--- src/rtl/bram_sp_arbiter_pkg.sv ---
// Shared types for the single-port BRAM arbiter.
// BRAM_ARB_ROUND_ROBIN_EN selects round-robin over fixed priority.
package bram_arb_pkg;

    localparam int MAX_REQ = 8;

    typedef logic [2:0] req_idx_t;

    function automatic req_idx_t wrap_inc(
        input req_idx_t i,
        input int       n
    );
        return (int'(i) + 1 >= n) ? req_idx_t'(0) : i + 3'd1;
    endfunction

endpackage

--- src/rtl/bram_sp_arbiter_if.sv ---
// Requester, response and BRAM-side signals of the arbiter.
// Option macro of the block: BRAM_ARB_ROUND_ROBIN_EN.
interface bram_sp_arbiter_if #(
    parameter int NUM_REQ = 2,
    parameter int DW      = 32,
    parameter int AW      = 4
);
    logic [NUM_REQ-1:0]    req_valid;
    logic [NUM_REQ-1:0]    req_ready;
    logic [NUM_REQ-1:0]    req_wr;
    logic [NUM_REQ*AW-1:0] req_addr;
    logic [NUM_REQ*DW-1:0] req_wdata;
    logic [NUM_REQ-1:0]    rsp_valid;
    logic [DW-1:0]         rsp_data;
    logic                  ram_wr;
    logic [AW-1:0]         ram_addr;
    logic [DW-1:0]         ram_wdata;
    logic [DW-1:0]         ram_rdata;

    modport master (
        output req_valid, req_wr, req_addr,
        output req_wdata, ram_rdata,
        input  req_ready, rsp_valid, rsp_data,
        input  ram_wr, ram_addr, ram_wdata
    );

    modport slave (
        input  req_valid, req_wr, req_addr,
        input  req_wdata, ram_rdata,
        output req_ready, rsp_valid, rsp_data,
        output ram_wr, ram_addr, ram_wdata
    );

endinterface

--- src/rtl/bram_sp_arbiter_rr_arbiter.sv ---
// One-hot grant from a request vector.
// BRAM_ARB_ROUND_ROBIN_EN: rotating pointer; else lowest index wins.
module rr_arbiter
    import bram_arb_pkg::*;
#(
    parameter int NUM_REQ = 2
) (
    input  logic               clk,
    input  logic               rst,
    input  logic [NUM_REQ-1:0] i_req,
    input  logic               i_adv,
    output logic [NUM_REQ-1:0] o_gnt
);

`ifdef BRAM_ARB_ROUND_ROBIN_EN
    req_idx_t r_ptr;
    req_idx_t w_win;
    logic     w_found;
    int       w_idx;

    // Search starts at the pointer and wraps past the top index.
    always_comb begin
        o_gnt   = '0;
        w_win   = r_ptr;
        w_found = 1'b0;
        w_idx   = 0;
        for (int k = 0; k < NUM_REQ; k++) begin
            w_idx = int'(r_ptr) + k;
            if (w_idx >= NUM_REQ)
                w_idx = w_idx - NUM_REQ;
            if (!w_found && i_req[w_idx]) begin
                w_found      = 1'b1;
                o_gnt[w_idx] = 1'b1;
                w_win        = req_idx_t'(w_idx);
            end
        end
    end

    always_ff @(posedge clk) begin
        if (!rst)
            r_ptr <= '0;
        else if (i_adv)
            r_ptr <= wrap_inc(w_win, NUM_REQ);
    end
`else
    logic w_found;
    wire  w_unused = &{1'b0, clk, rst, i_adv};

    always_comb begin
        o_gnt   = '0;
        w_found = 1'b0;
        for (int k = 0; k < NUM_REQ; k++) begin
            if (!w_found && i_req[k]) begin
                w_found  = 1'b1;
                o_gnt[k] = 1'b1;
            end
        end
    end
`endif

endmodule

--- src/rtl/bram_sp_arbiter.sv ---
// Shares one read-first single-port BRAM between NUM_REQ requesters.
// Arbitration policy set by BRAM_ARB_ROUND_ROBIN_EN (see rr_arbiter).
module bram_sp_arbiter
    import bram_arb_pkg::*;
#(
    parameter int NUM_REQ        = 2,
    parameter int RAM_DATA_WIDTH = 32,
    parameter int RAM_ADDR_WIDTH = 4
) (
    input logic              clk,
    input logic              rst,
    bram_sp_arbiter_if.slave bus
);

    localparam int DW = RAM_DATA_WIDTH;
    localparam int AW = RAM_ADDR_WIDTH;

    logic [NUM_REQ-1:0] w_arb_gnt;
    logic [NUM_REQ-1:0] w_gnt;
    logic               w_xfer;
    logic               w_wr;
    logic [AW-1:0]      w_addr;
    logic [DW-1:0]      w_wdata;
    logic [NUM_REQ-1:0] r_tag;

    rr_arbiter #(
        .NUM_REQ (NUM_REQ)
    ) u_arb (
        .clk   (clk),
        .rst   (rst),
        .i_req (bus.req_valid),
        .i_adv (w_xfer),
        .o_gnt (w_arb_gnt)
    );

    assign w_gnt  = rst ? w_arb_gnt : '0;
    assign w_xfer = |w_gnt;

    always_comb begin
        w_wr    = 1'b0;
        w_addr  = '0;
        w_wdata = '0;
        for (int i = 0; i < NUM_REQ; i++) begin
            if (w_gnt[i]) begin
                w_wr    = bus.req_wr[i];
                w_addr  = bus.req_addr[i*AW +: AW];
                w_wdata = bus.req_wdata[i*DW +: DW];
            end
        end
    end

    // Tag remembers who issued the read landing on ram_rdata next cycle.
    always_ff @(posedge clk) begin
        if (!rst)
            r_tag <= '0;
        else
            r_tag <= w_gnt & ~bus.req_wr;
    end

    assign bus.req_ready = w_gnt;
    assign bus.ram_wr    = w_wr;
    assign bus.ram_addr  = w_addr;
    assign bus.ram_wdata = w_wdata;
    // Gated so a reset landing on an in-flight read never pulses.
    assign bus.rsp_valid = rst ? r_tag : '0;
    assign bus.rsp_data  = bus.ram_rdata;

endmodule

--- src/flat_wrapper.sv ---
// flat-port wrapper written by rule: the top's interface ports become plain ports
module bram_sp_arbiter_flat import bram_arb_pkg::*;
#(
    parameter int NUM_REQ        = 2,
    parameter int RAM_DATA_WIDTH = 32,
    parameter int RAM_ADDR_WIDTH = 4
)
  (clk, rst, bus_req_valid, bus_req_wr, bus_req_addr, bus_req_wdata, bus_ram_rdata, bus_req_ready, bus_rsp_valid, bus_rsp_data, bus_ram_wr, bus_ram_addr, bus_ram_wdata);
  bram_sp_arbiter_if #(.NUM_REQ(NUM_REQ), .DW(32), .AW(4)) bus_i ();
  input logic clk;
  input logic rst;
  input wire logic [$bits(bus_i.req_valid)-1:0] bus_req_valid;
  input wire logic [$bits(bus_i.req_wr)-1:0] bus_req_wr;
  input wire logic [$bits(bus_i.req_addr)-1:0] bus_req_addr;
  input wire logic [$bits(bus_i.req_wdata)-1:0] bus_req_wdata;
  input wire logic [$bits(bus_i.ram_rdata)-1:0] bus_ram_rdata;
  output wire logic [$bits(bus_i.req_ready)-1:0] bus_req_ready;
  output wire logic [$bits(bus_i.rsp_valid)-1:0] bus_rsp_valid;
  output wire logic [$bits(bus_i.rsp_data)-1:0] bus_rsp_data;
  output wire logic [$bits(bus_i.ram_wr)-1:0] bus_ram_wr;
  output wire logic [$bits(bus_i.ram_addr)-1:0] bus_ram_addr;
  output wire logic [$bits(bus_i.ram_wdata)-1:0] bus_ram_wdata;
  assign bus_i.req_valid = bus_req_valid;
  assign bus_i.req_wr = bus_req_wr;
  assign bus_i.req_addr = bus_req_addr;
  assign bus_i.req_wdata = bus_req_wdata;
  assign bus_i.ram_rdata = bus_ram_rdata;
  assign bus_req_ready = bus_i.req_ready;
  assign bus_rsp_valid = bus_i.rsp_valid;
  assign bus_rsp_data = bus_i.rsp_data;
  assign bus_ram_wr = bus_i.ram_wr;
  assign bus_ram_addr = bus_i.ram_addr;
  assign bus_ram_wdata = bus_i.ram_wdata;
  bram_sp_arbiter #(.NUM_REQ(NUM_REQ), .RAM_DATA_WIDTH(RAM_DATA_WIDTH), .RAM_ADDR_WIDTH(RAM_ADDR_WIDTH)) u_core (.clk(clk), .rst(rst), .bus(bus_i));
endmodule
--- config.mk ---
export PLATFORM = sky130hd
export DESIGN_NAME = bram_sp_arbiter_flat
export DESIGN_NICKNAME = d
export VERILOG_FILES = /design/src/rtl/bram_sp_arbiter_pkg.sv /design/src/rtl/bram_sp_arbiter_if.sv /design/src/rtl/bram_sp_arbiter_rr_arbiter.sv /design/src/rtl/bram_sp_arbiter.sv /design/src/flat_wrapper.sv
export SDC_FILE = /design/constraint.sdc
export NUM_CORES = 1
export LEC_CHECK = 0
export ABC_CLOCK_PERIOD_IN_PS = 1700
export BUFFER_PORTS_ARGS = -buffer_cell sky130_fd_sc_hd__buf_2
export CORE_AREA = 2 2 71 73
export CTS_CLUSTER_SIZE = 24
export DETAILED_ROUTE_END_ITERATION = 12
export DIE_AREA = 0 0 73 75
export PLACE_DENSITY = 0.68
export SETUP_SLACK_MARGIN = 0.3
export SYNTH_ARGS = -nofsm -noshare
export SYNTH_HDL_FRONTEND = slang
export SYNTH_SLANG_ARGS = --single-unit
--- constraint.sdc ---
create_clock -name clk -period 1.7 [get_ports clk]
set_input_delay 0.085 -clock clk [delete_from_list [all_inputs] [get_ports clk]]
set_output_delay 0.085 -clock clk [all_outputs]
set_load 0.05 [all_outputs]
# Yosys cells after proc, flatten, opt, wreduce, memory -nomap -nowiden
# Cells that the tools add are included.
# Widths: inputs -> output; s select.
# word_totals
register_bits,2
latch_bits,0
ram_bits,0
rom_bits,0
inputBits,110
out_inout_bits,73
memories,0
# classes
n_addsub,0
n_mul,0
div,0
n_lt_le_gt_ge,0
eq_ne,0
shift,0
n_mux,10
n_bitwise,2
n_reduce_logical,2
# op_table
operator,n
$mux 32,2
$mux 4,2
$mux 1,4
$mux 2,2
$and 2x2->2,1
$not 2->2,1
$logic_and 1x1->1,1
$logic_not 1->1,1

# Logic depth before layout (Yosys ltp)
# depth
ltp_word,7
mapped_depth,4
depth_no_buf,2

# By module
# A second synthesis with hierarchy kept.
# hier_totals
hier_cells,172
hier_area_um2,1310.0
# modules_own_cells
module,instances,cells_per_inst,area_each_um2
bram_sp_arbiter,1,170,1288.7
rr_arbiter,1,2,21.3

# Least setup slack after synthesis
# No wires, ideal clock.
# synth_timing
kind,input -> output
from,input port rst
to,output port bus_ram_wdata[23]
t_arrival_ns,1.044
t_required_ns,1.615
slack_ns,0.571
cell_stages,3
path_buffers,1
cell_sequence,and2_4 buf_2 a32o_1
# synth_between
elab_chain_len,3
# synth_lines
element,line,text
from (decl),flat_wrapper.sv:11,input logic rst;
$mux 2,bram_sp_arbiter.sv:36,assign w_gnt = rst ? w_arb_gnt : '0;
named net bus_req_ready[0],flat_wrapper.sv:17,output wire logic [$bits(bus_i.req_ready)-1:0] bus_req_ready;
$mux 32 (2 in series),bram_sp_arbiter.sv:44,if (w_gnt[i]) begin
to (decl),flat_wrapper.sv:22,output wire logic [$bits(bus_i.ram_wdata)-1:0] bus_ram_wdata;
# The timed path passes the listed nets, and every way through them passes these cells.

# Worst setup path after layout
# layout_timing
from,input port bus_req_valid[0]
to,output port bus_ram_wdata[30]
# layout_between
elab_chain_len,6
# layout_lines
element,line,text
from (decl),flat_wrapper.sv:12,input wire logic [$bits(bus_i.req_valid)-1:0] bus_req_valid;
$mux 1 (*),bram_sp_arbiter_rr_arbiter.sv:53,if (!w_found && i_req[k]) begin
$logic_not 1->1,bram_sp_arbiter_rr_arbiter.sv:53,
$logic_and 1x1->1,bram_sp_arbiter_rr_arbiter.sv:53,
$mux 1,bram_sp_arbiter_rr_arbiter.sv:53,
$mux 2 (*),bram_sp_arbiter.sv:36,
$mux 32 (*),bram_sp_arbiter.sv:44,
# Every way passes the cells marked *; elsewhere a longest branch is shown, timed or not.

==> results by group <==
Power
  • Sequential power share: 7.3%
  • Leakage power: 0.666 nW
  • Max VDD drop: 0.000154 V
  • Pint: 0.347 mW
  • Clock group share of total power: 26.8%
  • Switching portion of total power: 48.9%
  • Power per cell area: 568 nW/um^2
  • Total power: 0.678 mW
  • Sw Pwr: 0.332 mW
  • Gate power share: 66.0%

Finish
  • Util after Layout: 25.6%
  • Commonest non-fill, non-tap cell in the layout: buf_2
  • Largest Register: u_core.r_tag
  • Max reg flops: 2
  • Most frequent cells in the layout: buf_2, a32o_1, clkbuf_8
  • Leading registers by flop count: u_core.r_tag x2
  • Non-filler cells, final: 225
  • FF+latch area: 40.0 um^2
  • Area delta synth->final: 50.9%
  • Layout cells sized above 1: 73.7%
  • Final net count: 283
  • Fill cells: 508
  • # diodes: 0
  • Multi-input gate area: 419 um^2

Detailed routing
  • DR iter-0 viols: 27
  • Antenna Violating Nets Remaining: 0
  • First-pass DRT Iterations: 4
  • DR DRC count: 0
  • Average wire per standard cell: 13.0 um
  • Total Routed Length: 2920 um
  • Via/cell ratio: 4.74
  • Via count of the routed design: 1066

Yosys
  • Share of the synthesized area in the top cell type: 46.8%
  • Cell Area, Synth: 791 um^2
  • Mapped Nets: 201
  • Yosys top cell by area: a32o_1
  • Mean Syn Cell Area: 8.69 um^2
  • Cells after Synth: 91
  • Yosys warns: 0
  • Post-synthesis sequential area ratio: 5.06%
  • #FFs+latches synth: 2
  • Synth cell types: 12
  • Synth top area cells: a32o_1, buf_4, buf_6, dfxtp_1, buf_2

Timing
  • Setup violators final: 0
  • Worst-Margin Slew: 0.398 ns
  • Final slew viol count: 0
  • Final worst-path setup slack: 0.549 ns
  • RSZ-0062 raised after global routing: no
  • Tmin final: 1.15 ns
  • TNS Setup: 0 ns
  • Max-slew headroom: 73.5%
  • Fmax: 868 MHz
  • Final hold vios: 0
  • Tcrit/Tclk final: 67.7%

Global route
  • First-pass GRT wire length: 3840 um
  • Largest net degree at the start of global routing: 40
  • Initial antenna violation count: 0
  • Vias in the first global route: 920
  • All-Layer GR Usage: 8.80%
  • GRT overflow: 0

Floorplanning
  • Die area: 5480 um^2
  • Die Wd: 73 um
  • Cell row count: 25
  • Die height: 75 um
  • Initial Utilization: 17.0%
  • Core footprint: 4660 um^2
  • Boundary Pins: 183

CTS
  • Sink Count: 2
  • Clk slew on worst S/H paths: 0.03 ns
  • Maximum level of the CTS H-tree: 1
  • Num CTS Buffers: 3
  • Post-CTS Setup Inserts: 0
  • CTS tree: done
  • CTS hold repair buffers: 0
  • Root Driver: clkbuf_8
  • CTS Buffer Depth: 2
  • Post-CTS resize count: 0

Worst setup path
  • Setup CP Type: primary input to primary output
  • CP max FO: 39
  • CP endpoint kind: primary output
  • Worst EP arrival: 1.07 ns
  • Worst setup SP type: primary input
  • Req. time, crit path: 1.62 ns

Placed design
  • Port Buf Inserts: 118
  • Placed cell count: 222
  • DP Worst Slack: 0.537 ns
  • Placer Congestion: 0.714
  • Post-DP HPWL: 2370 um

Run
  • Max-capacitance violation count: 0

Hold path
  • Worst hold path type: primary input to flop

Status
  • Status: finished, final reports clean
[cells in the mapped netlist (all sizes together)]
cell type	count
dfxtp	2
nor2b	2
and2	3
clkbuf	3
nand2	1
buf	41
a32o	37
nor3	1
nor2	1
[area by class of cell]
cell class | instances | area share [%]
sequential | 2 | 3.35
multi-input combinational | 45 | 35.1
tap | 54 | 5.66
timing repair buffer | 121 | 52.4
clock buffer | 3 | 3.46
[worst max-delay path, stage by stage]
cell and delay [ns]:
buf_2 0.11, and2_4 0.40, a32o_1 0.19, buf_2 0.26
[cells by family (layout without fill, tap and decap cells)]
logic type / after synthesis / count (layout) / synth area share (%)
simple gates: 8 / 8 / 5.85
buf+inv: 44 / 124 / 42.2
flops: 2 / 2 / 5.06
compound gates: 37 / 37 / 46.8
[power by group through the flow]
| stage | clock network [mW] | registers (mW) | logic [mW] |
|---|---|---|---|
| floorplan | 0 | 0.0496 | 0.510 |
| global placement | 0 | 0.0497 | 0.445 |
| detailed placement | 0 | 0.0498 | 0.449 |
| CTS | 0.188 | 0.0492 | 0.450 |
| global route | 0.196 | 0.0492 | 0.472 |
| finish | 0.182 | 0.0492 | 0.447 |
[final timing paths]
check / startpoint / endpoint / slack, ns / cells after the start
worst max-delay path: bus_req_valid[0] / bus_ram_wdata[30] / 0.55 / 4
worst min-delay path: bus_req_wr[0] / u_core.r_tag[0] / 0.06 / 2
[layer usage]
layer | global-route usage, % | wire length (um) | up-vias
li1 | - | - | 502
met1 | 7.29 | 941 | 457
met2 | 18.3 | 1550 | 97
met3 | 2.54 | 338 | 10
met4 | 4.73 | 92 | 0
met5 | 0 | 0 | -
[metrics by stage]
step	instance area, um^2	hold WS [ns]
floorplan	791	0.157
global placement	1150	0.170
detailed placement	1150	0.170
CTS	1190	0.0544
global route	1190	0.0659
finish	1190	0.0552
Power figures use the tool's default switching activity.
